## config.mk

```make
export PLATFORM = sky130hd
export DESIGN_NAME = mips_mem_arbiter
export DESIGN_NICKNAME = d
export VERILOG_FILES = /design/src/rtl/mips_arb_pkg.sv /design/src/rtl/mips_arb_waitcnt.sv /design/src/rtl/mips_mem_arbiter.sv
export SDC_FILE = /design/constraint.sdc
export NUM_CORES = 1
export LEC_CHECK = 0
export ABC_AREA = 1
export CELL_PAD_IN_SITES_DETAIL_PLACEMENT = 0
export CELL_PAD_IN_SITES_GLOBAL_PLACEMENT = 2
export CORE_MARGIN = 5
export CORE_UTILIZATION = 21
export CTS_CLUSTER_DIAMETER = 60
export CTS_CLUSTER_SIZE = 14
export DETAILED_ROUTE_END_ITERATION = 8
export HOLD_SLACK_MARGIN = 0.02
export PLACE_DENSITY = 0.86
export SLEW_MARGIN = 0
export SYNTH_ARGS = -nofsm -noshare
export SYNTH_HDL_FRONTEND = slang
export SYNTH_SLANG_ARGS = --single-unit
```

## constraint.sdc

```tcl
create_clock -name clk -period 1.35 [get_ports clk]
set_input_delay 0.27 -clock clk [delete_from_list [all_inputs] [get_ports clk]]
set_output_delay 0.27 -clock clk [all_outputs]
set_load 0.03 [all_outputs]
```

## src/rtl/mips_arb_pkg.sv

```systemverilog
// Shared types for the Harvard-core memory arbiter.
// The state enum is common to the top and its helpers.
package mips_arb_pkg;

   typedef enum logic [2:0] {
      IDLE,
      FETCH,
      DECODE,
      DREAD,
      DWRITE,
      COMMIT,
      HALT
   } arb_state_t;

   localparam logic [31:0] ALIGN_MASK = 32'hFFFF_FFFC;

endpackage

```

## src/rtl/mips_arb_waitcnt.sv

```systemverilog
// Wait-request cycle counter for one bus transfer.
// Raises a sticky timeout once the count reaches the limit.
module mips_arb_waitcnt #(
   parameter int TIMEOUT_CYCLES = 1024
) (
   input  logic clk,
   input  logic reset,
   input  logic clear,
   input  logic waiting,
   output logic timeout
);

   localparam int W = (TIMEOUT_CYCLES < 2) ? 1 : $clog2(TIMEOUT_CYCLES + 1);
   localparam logic [W-1:0] LIMIT = W'(TIMEOUT_CYCLES);

   logic [W-1:0] cnt_q, cnt_d;
   logic         timeout_q, timeout_d;

   // Counter parks at the limit so a long stall cannot wrap it.
   always_comb begin
      cnt_d     = cnt_q;
      timeout_d = timeout_q;
      if (clear) begin
         cnt_d = '0;
      end else if (waiting && cnt_q != LIMIT) begin
         cnt_d = cnt_q + 1'b1;
         if (cnt_d == LIMIT) timeout_d = 1'b1;
      end
   end

   always_ff @(posedge clk) begin
      if (!reset) begin
         cnt_q     <= '0;
         timeout_q <= 1'b0;
      end else begin
         cnt_q     <= cnt_d;
         timeout_q <= timeout_d;
      end
   end

   assign timeout = timeout_q;

endmodule

```

## src/rtl/mips_mem_arbiter.sv

```systemverilog
// Sequences a Harvard MIPS core onto one unified memory port:
// fetch, decode, optional data access, then a one-cycle commit strobe.
module mips_mem_arbiter
   import mips_arb_pkg::*;
#(
   parameter int TIMEOUT_CYCLES = 1024,
   parameter int CNT_W          = 32
) (
   input  logic             clk,
   input  logic             reset,
   input  logic             cpu_active,
   input  logic [31:0]      cpu_instr_address,
   input  logic [31:0]      cpu_data_address,
   input  logic             cpu_data_read,
   input  logic             cpu_data_write,
   input  logic [31:0]      cpu_data_writedata,
   output logic [31:0]      cpu_instr_readdata,
   output logic [31:0]      cpu_data_readdata,
   output logic             cpu_clock_enable,
   output logic [31:0]      mem_address,
   output logic             mem_read,
   output logic             mem_write,
   output logic [31:0]      mem_writedata,
   input  logic [31:0]      mem_readdata,
   input  logic             mem_waitrequest,
   output logic [CNT_W-1:0] stall_count,
   output logic             bus_timeout,
   output logic             protocol_error
);

   arb_state_t       state_q, state_d;
   logic [31:0]      instr_q, instr_d;
   logic [31:0]      rdata_q, rdata_d;
   logic [31:0]      daddr_q, daddr_d;
   logic [31:0]      dwdata_q, dwdata_d;
   logic             ce_q, ce_d;
   logic             perr_q, perr_d;
   logic [CNT_W-1:0] stall_q, stall_d;
   logic             xfer;

   always_comb begin
      state_d  = state_q;
      instr_d  = instr_q;
      rdata_d  = rdata_q;
      daddr_d  = daddr_q;
      dwdata_d = dwdata_q;
      perr_d   = perr_q;
      unique case (state_q)
         IDLE: state_d = FETCH;
         FETCH: begin
            if (!mem_waitrequest) begin
               instr_d = mem_readdata;
               state_d = DECODE;
            end
         end
         DECODE: begin
            daddr_d  = cpu_data_address & ALIGN_MASK;
            dwdata_d = cpu_data_writedata;
            if (cpu_data_read) begin
               state_d = DREAD;
               if (cpu_data_write) perr_d = 1'b1;
            end else if (cpu_data_write) begin
               state_d = DWRITE;
            end else begin
               state_d = COMMIT;
            end
         end
         DREAD: begin
            if (!mem_waitrequest) begin
               rdata_d = mem_readdata;
               state_d = COMMIT;
            end
         end
         DWRITE: begin
            if (!mem_waitrequest) state_d = COMMIT;
         end
         COMMIT: state_d = cpu_active ? FETCH : HALT;
         HALT: state_d = HALT;
         default: state_d = IDLE;
      endcase
      ce_d    = (state_d == COMMIT);
      stall_d = stall_q;
      if (!ce_q && state_q != HALT && stall_q != '1)
         stall_d = stall_q + 1'b1;
   end

   always_ff @(posedge clk) begin
      if (!reset) begin
         state_q  <= IDLE;
         instr_q  <= '0;
         rdata_q  <= '0;
         daddr_q  <= '0;
         dwdata_q <= '0;
         ce_q     <= 1'b0;
         perr_q   <= 1'b0;
         stall_q  <= '0;
      end else begin
         state_q  <= state_d;
         instr_q  <= instr_d;
         rdata_q  <= rdata_d;
         daddr_q  <= daddr_d;
         dwdata_q <= dwdata_d;
         ce_q     <= ce_d;
         perr_q   <= perr_d;
         stall_q  <= stall_d;
      end
   end

   // Bus strobes decode straight from state so a request is
   // visible in the same cycle the state is entered.
   always_comb begin
      mem_address   = '0;
      mem_read      = 1'b0;
      mem_write     = 1'b0;
      mem_writedata = dwdata_q;
      unique case (state_q)
         FETCH: begin
            mem_address = cpu_instr_address & ALIGN_MASK;
            mem_read    = 1'b1;
         end
         DREAD: begin
            mem_address = daddr_q;
            mem_read    = 1'b1;
         end
         DWRITE: begin
            mem_address = daddr_q;
            mem_write   = 1'b1;
         end
         default: ;
      endcase
   end

   assign xfer = mem_read | mem_write;

   mips_arb_waitcnt #(
      .TIMEOUT_CYCLES(TIMEOUT_CYCLES)
   ) u_waitcnt (
      .clk    (clk),
      .reset  (reset),
      .clear  (xfer & ~mem_waitrequest),
      .waiting(xfer & mem_waitrequest),
      .timeout(bus_timeout)
   );

   assign cpu_instr_readdata = instr_q;
   assign cpu_data_readdata  = rdata_q;
   assign cpu_clock_enable   = ce_q;
   assign stall_count        = stall_q;
   assign protocol_error     = perr_q;

endmodule

```

== After elaboration in Yosys (flattened, before gate mapping) ==
Index checks and enable logic that the tools add are counted.

* Register bits: 175
* Latch bits: 0
* Bits in writable memories: 0
* Bits in read-only memories: 0
* Input port bits: 134
* Logic and storage cells: 50
* Memories: 0

* $add $sub $neg: 2
* Multiply operators: 0
* Divide/modulo/power cells: 0
* $lt $le $gt $ge: 0
* Equality and inequality tests: 11
* Shift operators: 0
* Mux-type cells: 9
* Bitwise operators: 6
* Reduce and logical (&&, ||, !) cells: 12

{| class="wikitable"
|+ Operator list
! operator !! count
|-
| 32-bit case mux with 2 select lines || 1
|-
| 32-bit by 1-bit adder with 32-bit output, second input constant || 1
|-
| 32-bit inequality test, second input constant || 1
|-
| 3-bit case mux with 6 select lines || 1
|-
| 3-bit == test, second input constant || 4
|-
| 3-bit two-way mux || 4
|-
| 11-bit by 1-bit adder with 11-bit output, second input constant || 1
|-
| 11-bit == test, second input constant || 1
|-
| 11-bit inequality test, second input constant || 1
|-
| 3-bit by 2-bit == test with 1-bit output, second input constant || 2
|-
| 3-bit AND reduction || 2
|-
| 2-bit OR reduction || 3
|-
| 2-bit AND reduction || 2
|-
| 3-bit by 1-bit == test with 1-bit output, second input constant || 1
|-
| 1-bit logical AND || 3
|-
| 3-bit zero test || 1
|-
| 1-bit two-way mux || 3
|-
| 3-bit inequality test, second input constant || 1
|-
| 1-bit inverter || 3
|-
| 1-bit AND || 2
|-
| 1-bit zero test || 1
|-
| 1-bit bitwise OR || 1
|}

== Longest topological paths before layout ==
Gate-level depths: netlist (run 1).

* Depth in word-level cells: 7
* Depth in mapped cells: 11

== Cells and area by module ==
A second synthesis (run 1) with hierarchy kept.

* Cell total of the unflattened synthesis: 1,135
* Area total of the unflattened synthesis: 7,862.5 µm²

{| class="wikitable"
|+ Modules (own cells, without submodules)
! module !! times used !! cells an instance !! area an instance (µm²) !! seq. area each (µm²)
|-
| mips_mem_arbiter || 1 || 1,005 || 7,071.8 || 3,263.1
|-
| mips_arb_waitcnt || 1 || 130 || 790.8 || 240.2
|}

== Worst setup path after synthesis (run 1) ==
Ideal clock, no wire load.

* Kind: flip-flop to output port
* Start: reg state_q[1]
* End: out mem_address[10]
* Arrival time: 1.686 ns
* Data required time: 1.080 ns
* Slack: -0.606 ns
* Cell stages (with the launch flop): 6
* Cell sequence: dfxtp_1 > inv_2 > o21ai_0 > nand2_1 > clkbuf_1 > o21ai_0

* Cells in the longest elaborated chain, start to end: 3

{| class="wikitable"
|+ Ends and longest elaborated chain
! what !! RTL line !! RTL
|-
| from (decl) || mips_mem_arbiter.sv:31 || <nowiki>arb_state_t state_q, state_d;</nowiki>
|-
| from (signal assigned) || mips_mem_arbiter.sv:98 || <nowiki>state_q <= state_d;</nowiki>
|-
| 3-bit == test / 3-bit by 2-bit == test with 1-bit output (equally long branches) || mips_mem_arbiter.sv:116 || <nowiki>unique case (state_q)</nowiki>
|-
| 2-bit OR reduction (no line) || -- ||
|-
| 32-bit case mux with 2 select lines (*) || mips_mem_arbiter.sv:116 ||
|-
| to (decl) || mips_mem_arbiter.sv:20 || <nowiki>output logic [31:0] mem_address,</nowiki>
|}

Every way passes the cells marked *; elsewhere a longest branch is shown, timed or not.

== Worst setup path after layout (run 1) ==
* Start: reg state_q[0]
* End: out mem_address[17]

The elaborated chain is that of the path after synthesis.

==> results.json, run 1 <==
{
  "cts.sinks": 175,
  "holdPathStages": 3,
  "drtAntennaViolNets": 0,
  "cts-root-buf": "clkbuf_16",
  "fin_crit_sh_pct": 150,
  "via_count": 8898,
  "final_core_util_pct": 40.8,
  "ys.flop_type": "dfxtp_1",
  "r2r-start": "stall_count[0]",
  "routed_via_density": 4.36,
  "fin_crit_ns": 2.02,
  "syn_avg_cell_area_um2": 6.98,
  "outcome": "finished with violations",
  "slew_violations": 0,
  "rsz0062_at_grt": "true",
  "synth_edf_count": 0,
  "initial_core_util_pct": 21.3,
  "path_max_fanout": 8,
  "end_kind": "output pin",
  "p_per_area_nw_per_um2": 1030,
  "timing.fmax_mhz": 495,
  "grt.overflow.total": 0,
  "ir_drop_mv": 0.859,
  "coreArea_um2": 36600,
  "htree_levels": 4,
  "grt_max_degree": 76,
  "fp.dieW_um": 203,
  "cts_tree": "yes",
  "ios": 299,
  "synth_cell_types": 40,
  "area_delta_synth_final_pct": 92.0,
  "clk_path_buf_depth": 2,
  "drt-initial-drc-count": 354,
  "drc": 0,
  "fin_ws_ns": -0.669,
  "dp.cells": 1957,
  "timing.rr.end": "stall_count[7]",
  "insertion_delay_ns": 0.44,
  "cellLeakagePower_nw": 6.11,
  "antenna_cells": 0,
  "cts_buffers": 17,
  "cp.required_ns": 1.08,
  "grtUsageTotal_pct": 14.5,
  "portBuffers": 292,
  "seq_area_frac_synth_pct": 45.0,
  "ys_ff_latch": 175,
  "violations": "setup timing",
  "setup_viol_count_final": 209,
  "routed_wl_um": 34100,
  "start_kind": "register",
  "worstRegToRegCells": 10,
  "synthCells": 1115,
  "routabilityCongestion": 0.832,
  "final_nets": 1695,
  "grt_pass1_vias": 8510,
  "die_h_um": 203,
  "clkSlewWorstSetupHoldPaths_ns": 0.07,
  "min_path_type": "primary input to register",
  "hold_start": "reset",
  "netlist_area_um2": 7780,
  "fin_skew_ns": 0.00948,
  "r2r_setup_slack_ns": -0.30,
  "drtPass1Iterations": 4,
  "instances_no_fill": 2039,
  "drv_cap": 0,
  "layout_commonest_cell": "nand2_1",
  "final_cell_mix": "nand2_1 (202), nor2_1 (174), buf_4 (150)",
  "worstPathArrival_ns": 1.75,
  "wl_per_cell_um": 16.7,
  "async_reset_ff_share_pct": 0,
  "path_class": "register to output pin",
  "drive_above_1_share_pct": 42.3,
  "rows": 70,
  "final-hold-violation-count": 0,
  "hold_end": "state_q[1]",
  "yosysWarningCount": 0,
  "place_hpwl_um": 22500,
  "grt_pass1_wl_um": 47900,
  "antenna_found_initial": 0,
  "dieArea_um2": 41000
}
## flip-flops by register name, summed over array words and instances, names as in the netlist
name	flops
cpu_clock_enable	1
cpu_data_readdata	32
cpu_instr_readdata	32
daddr_q	30
mem_writedata	32
protocol_error	1
stall_count	32
state_q	3
u_waitcnt.cnt_q	11
u_waitcnt.timeout	1
## cells by family (layout without fill, tap and decap cells)
logic type                 count (synthesis)  in the layout  synth area share, %
AOI/OAI and AO/OA                        246            246                 17.2
adders and majority gates                  3              3                0.482
xor gates and xnor gates                  12             12                 1.35
other                                      1              2               0.0482
DFF                                      175            175                 45.0
and+or+nand+nor                          542            545                 28.5
buffers and inverters                    136            588                 7.49
## critical path, stage by stage, from the launching register on
cell	delay, ns
dfxtp_4	0.39
buf_6	0.11
nand2_4	0.06
nor2_4	0.14
buf_12	0.14
clkbuf_16	0.18
nand2_4	0.07
o21ai_4	0.06
buf_6	0.15
## power by group
| part | internal, mW | total, mW | leakage [nW] | switching (mW) |
|---|---|---|---|---|
| logic | 2.07 | 4.49 | 4.37 | 2.42 |
| clock network | 2.97 | 5.14 | 0.303 | 2.17 |
| registers | 5.47 | 5.70 | 1.44 | 0.230 |
## repair_timing
action	CTS	global route
pin swaps	16	101
gates cloned	4	19
hold buffers	0	0
setup buffers	3	28
resized for setup	441	244
endpoints found under the setup margin	300	236
## per-layer routing
layer | track usage, % | part of all wire (%)
met1 | 17.9 | 44
met2 | 24.3 | 48
met3 | 4.76 | 6.2
met4 | 3.86 | 1.5
met5 | 0 | 0
## cell usage after synthesis, types with 4 or more instances
| cell | count | share of area (%) |
|---|---|---|
| a21oi_1 | 81 | 5.2 |
| a21oi_2 | 13 | 1.5 |
| buf_2 | 19 | 1.2 |
| buf_4 | 4 | 0.39 |
| clkbuf_1 | 30 | 1.4 |
| dfxtp_1 | 175 | 45 |
| inv_1 | 67 | 3.2 |
| inv_2 | 10 | 0.48 |
| nand2_1 | 268 | 13 |
| nand2_2 | 8 | 0.64 |
| nand3_1 | 25 | 1.6 |
| nand3b_1 | 8 | 0.77 |
| nand4_1 | 5 | 0.40 |
| nor2_1 | 207 | 10 |
| nor2_2 | 6 | 0.48 |
| nor2_4 | 4 | 0.58 |
| nor3_1 | 7 | 0.45 |
| o21ai_0 | 128 | 8.2 |
| o21ai_1 | 15 | 0.96 |
| xor2_1 | 9 | 1.0 |
## metrics by stage
step / hold slack (ns) / instance area, um^2 / TNS, ns / power [mW] / worst slack, ns
CTS: 0.134 / 13700 / -39.11 / 14.9 / -0.695
finish: 0.159 / 14900 / -42.11 / 15.3 / -0.669
floorplan: 0.405 / 8370 / -6.99 / 7.72 / -0.138
global placement: 0.451 / 13000 / -29.24 / 9.50 / -0.366
detailed placement: 0.454 / 13000 / -33.50 / 9.53 / -0.407
global route: 0.133 / 14900 / -59.12 / 16.0 / -0.726
## area by class of cell
cell class / count / area, um^2
sequential: 175 / 3600
timing repair inverter: 1 / 5.00
clock inverter: 9 / 106
tap: 468 / 586
timing repair buffer: 477 / 4960
inverter: 78 / 323
multi-input combinational: 808 / 4870
fill: 3696 / 21700
clock buffer: 23 / 498
## worst max-delay path by stage
stage / start / cells after the start / slack (ns) / to
final: state_q[0] / 8 / -0.67 / mem_address[17]
after global routing: state_q[0] / 8 / -0.73 / mem_address[17]
after CTS: state_q[0] / 6 / -0.70 / mem_address[13]
after detailed placement: mem_waitrequest / 7 / -0.41 / u_waitcnt.cnt_q[9]
after global placement: mem_waitrequest / 7 / -0.37 / u_waitcnt.cnt_q[2]
after floorplan: stall_count[1] / 11 / -0.14 / stall_count[24]
(Power assumes the default switching activity.)
==> run 2, diff against run 1 <==
- GPL_TIMING_DRIVEN: default -> 1
==> results of run 2 <==
No change in the layout: final DEF, timing and power equal those of run 1.
==> run 3, diff against run 2 <==
- ABC_AREA: 1 -> 0
- HOLD_SLACK_MARGIN: 0.02 -> 0.05
- PLACE_DENSITY: 0.86 -> default
- PLACE_DENSITY_LB_ADDON: default -> 0.1
==> results.json, run 3 <==
{
  "ir_drop_mv": 0.807,
  "grtUsageTotal_pct": 15.7,
  "area_delta_synth_final_pct": 110,
  "portBuffers": 292,
  "rsz0062_at_grt": "true",
  "final_nets": 1453,
  "drt-initial-drc-count": 220,
  "place_hpwl_um": 20600,
  "cts_tree": "yes",
  "routabilityCongestion": 0.743,
  "ios": 299,
  "place_area_um2": 12200,
  "fin_crit_sh_pct": 152,
  "coreArea_um2": 33400,
  "ys.flop_type": "dfxtp_1",
  "initial_core_util_pct": 21.2,
  "fin_crit_ns": 2.05,
  "clk_path_buf_depth": 2,
  "drive_above_1_share_pct": 51.5,
  "start_kind": "register",
  "insertion_delay_ns": 0.45,
  "via_count": 7890,
  "p_per_area_nw_per_um2": 946,
  "drtAntennaViolNets": 0,
  "outcome": "finished with violations",
  "rows": 67,
  "holdBufCountCts": 0,
  "drc": 0,
  "async_reset_ff_share_pct": 0,
  "grt_pass1_wl_um": 46700,
  "cts_buffers": 17,
  "fillCellCount": 3259,
  "fin_ws_ns": -0.704,
  "final-hold-violation-count": 0,
  "yosysTopAreaCellShare_pct": 49.4,
  "final_cell_mix": "nand2_1 (176), dfxtp_1 (140), buf_4 (130)",
  "synth_edf_count": 0,
  "layout_commonest_cell": "nand2_1",
  "synthCells": 892,
  "routed_via_density": 4.44,
  "seq_area_frac_synth_pct": 49.4,
  "cellLeakagePower_nw": 6.05,
  "drv_cap": 0,
  "grt.overflow.total": 0,
  "slowest_stage": "dfxtp_4",
  "final_cell_area_um2": 14900,
  "ys_top_cells_by_count": "nand2_1 (282), dfxtp_1 (175), a21oi_1 (147)",
  "cts-root-buf": "clkbuf_16",
  "drtPass1Iterations": 4,
  "path_max_fanout": 15,
  "cp_num_buf_inv": 3,
  "fin_skew_ns": 0.00765,
  "timing.fmax_mhz": 487,
  "path_class": "register to output pin",
  "setup_viol_count_final": 223,
  "multiInputGateArea_um2": 4890,
  "min_path_type": "primary input to register",
  "yosysWarningCount": 0,
  "fp.dieW_um": 194,
  "worstPathArrival_ns": 1.78,
  "die_h_um": 194,
  "slowest_delay_ns": 0.36,
  "total_power_mw": 14.1,
  "end_kind": "output pin",
  "antenna_found_initial": 2,
  "synth_top_area_cell": "dfxtp_1",
  "clkSlewWorstSetupHoldPaths_ns": 0.07,
  "dp.cells": 1696,
  "slew_violations": 0,
  "dieArea_um2": 37600,
  "violations": "setup timing",
  "grt_max_degree": 34,
  "cp_top_family": "compound AO/OA/AOI/OAI gates",
  "synth.area.top_cells": "dfxtp_1 (49%), nand2_1 (15%), a21oi_1 (10%)",
  "cp.required_ns": 1.08,
  "routed_wl_um": 32300,
  "grt_pass1_vias": 7818,
  "instances_no_fill": 1778,
  "ys_ff_latch": 175,
  "register_area_um2": 3610,
  "htree_levels": 4,
  "synth_cell_types": 49,
  "wl_per_cell_um": 18.1,
  "syn_avg_cell_area_um2": 7.96,
  "cts.sinks": 175,
  "synth.most_common_cell": "nand2_1",
  "netlist_area_um2": 7100,
  "crit_chain": "nand2b_4 > inv_2 > a21o_4 > buf_16 > a22o_4 > buf_12"
}
run 3: path summary, 6_finish.rpt:
check                                            start               endpoint  slack (ns)  cells past startpoint
worst max-delay path                        state_q[2]        mem_address[26]       -0.70                      6
worst min-delay path            cpu_data_writedata[17]      mem_writedata[17]        0.36                      3
worst max register to register          stall_count[0]        stall_count[11]       -0.55                      8
worst min register to register   cpu_data_readdata[20]  cpu_data_readdata[20]        0.45                      2
run 3: kinds of logic after synthesis:
group,count (synthesis),synth area share [%]
buffers and inverters,66,3.65
XOR/XNOR,14,1.73
multiplexers,9,1.27
adder cells (fa/ha/maj),3,0.529
AND/OR/NAND/NOR,404,25.4
flip-flops,175,49.4
AO/OA/AOI/OAI,220,18.0
other,1,0.0528
run 3: report_power, final:
part           internal [mW]  leakage (nW)  switching, mW  total (mW)
sequential              5.27          1.44          0.124        5.40
clock                   3.39         0.329           2.27        5.66
combinational           1.54          4.28           1.48        3.02
run 3: area by class of cell:
class / count / area share, %
flip-flops and latches: 175 / 24.3
multi-input cells: 652 / 32.9
repair buffers: 464 / 34.4
well taps: 448 / 3.77
inverters: 6 / 0.168
clock buffers: 21 / 3.31
clock inverters: 11 / 1.15
diodes: 1 / 0.0168
run 3: metal layers:
metal | part of all wire (%) | global-route usage [%] | vias to the layer above
met2 | 47 | 25.1 | 204
met1 | 44 | 19.8 | 3753
met5 | 0.037 | 0 | -
met4 | 1.0 | 3.80 | 2
li1 | - | - | 3915
met3 | 7.4 | 6.52 | 16
run 3: per-stage QoR:
stage               setup slack (ns)  hold slack (ns)  utilization (%)  TNS [ns]
global placement              -0.412            0.441             36.5    -48.06
finish                        -0.704            0.364             44.5    -58.66
CTS                           -0.727            0.334             40.1    -55.41
global route                  -0.801            0.345             44.5    -76.22
detailed placement            -0.429            0.448             36.5    -51.71
floorplan                     -0.440            0.406                -    -20.89
run 3: repair_timing:
action	CTS	global route
gates cloned	11	13
resized for setup	375	319
pin swaps	33	154
endpoints found under the setup margin	263	238
setup buffers	18	13
run 3: worst register-to-register path: stages, from the launching register on:
cell and delay (ns):
dfxtp_4 0.36, ha_4 0.15, nand4_1 0.19, nor4_4 0.08
buf_4 0.15, a21o_4 0.22, buf_12 0.15, or4_4 0.41
a21oi_2 0.13
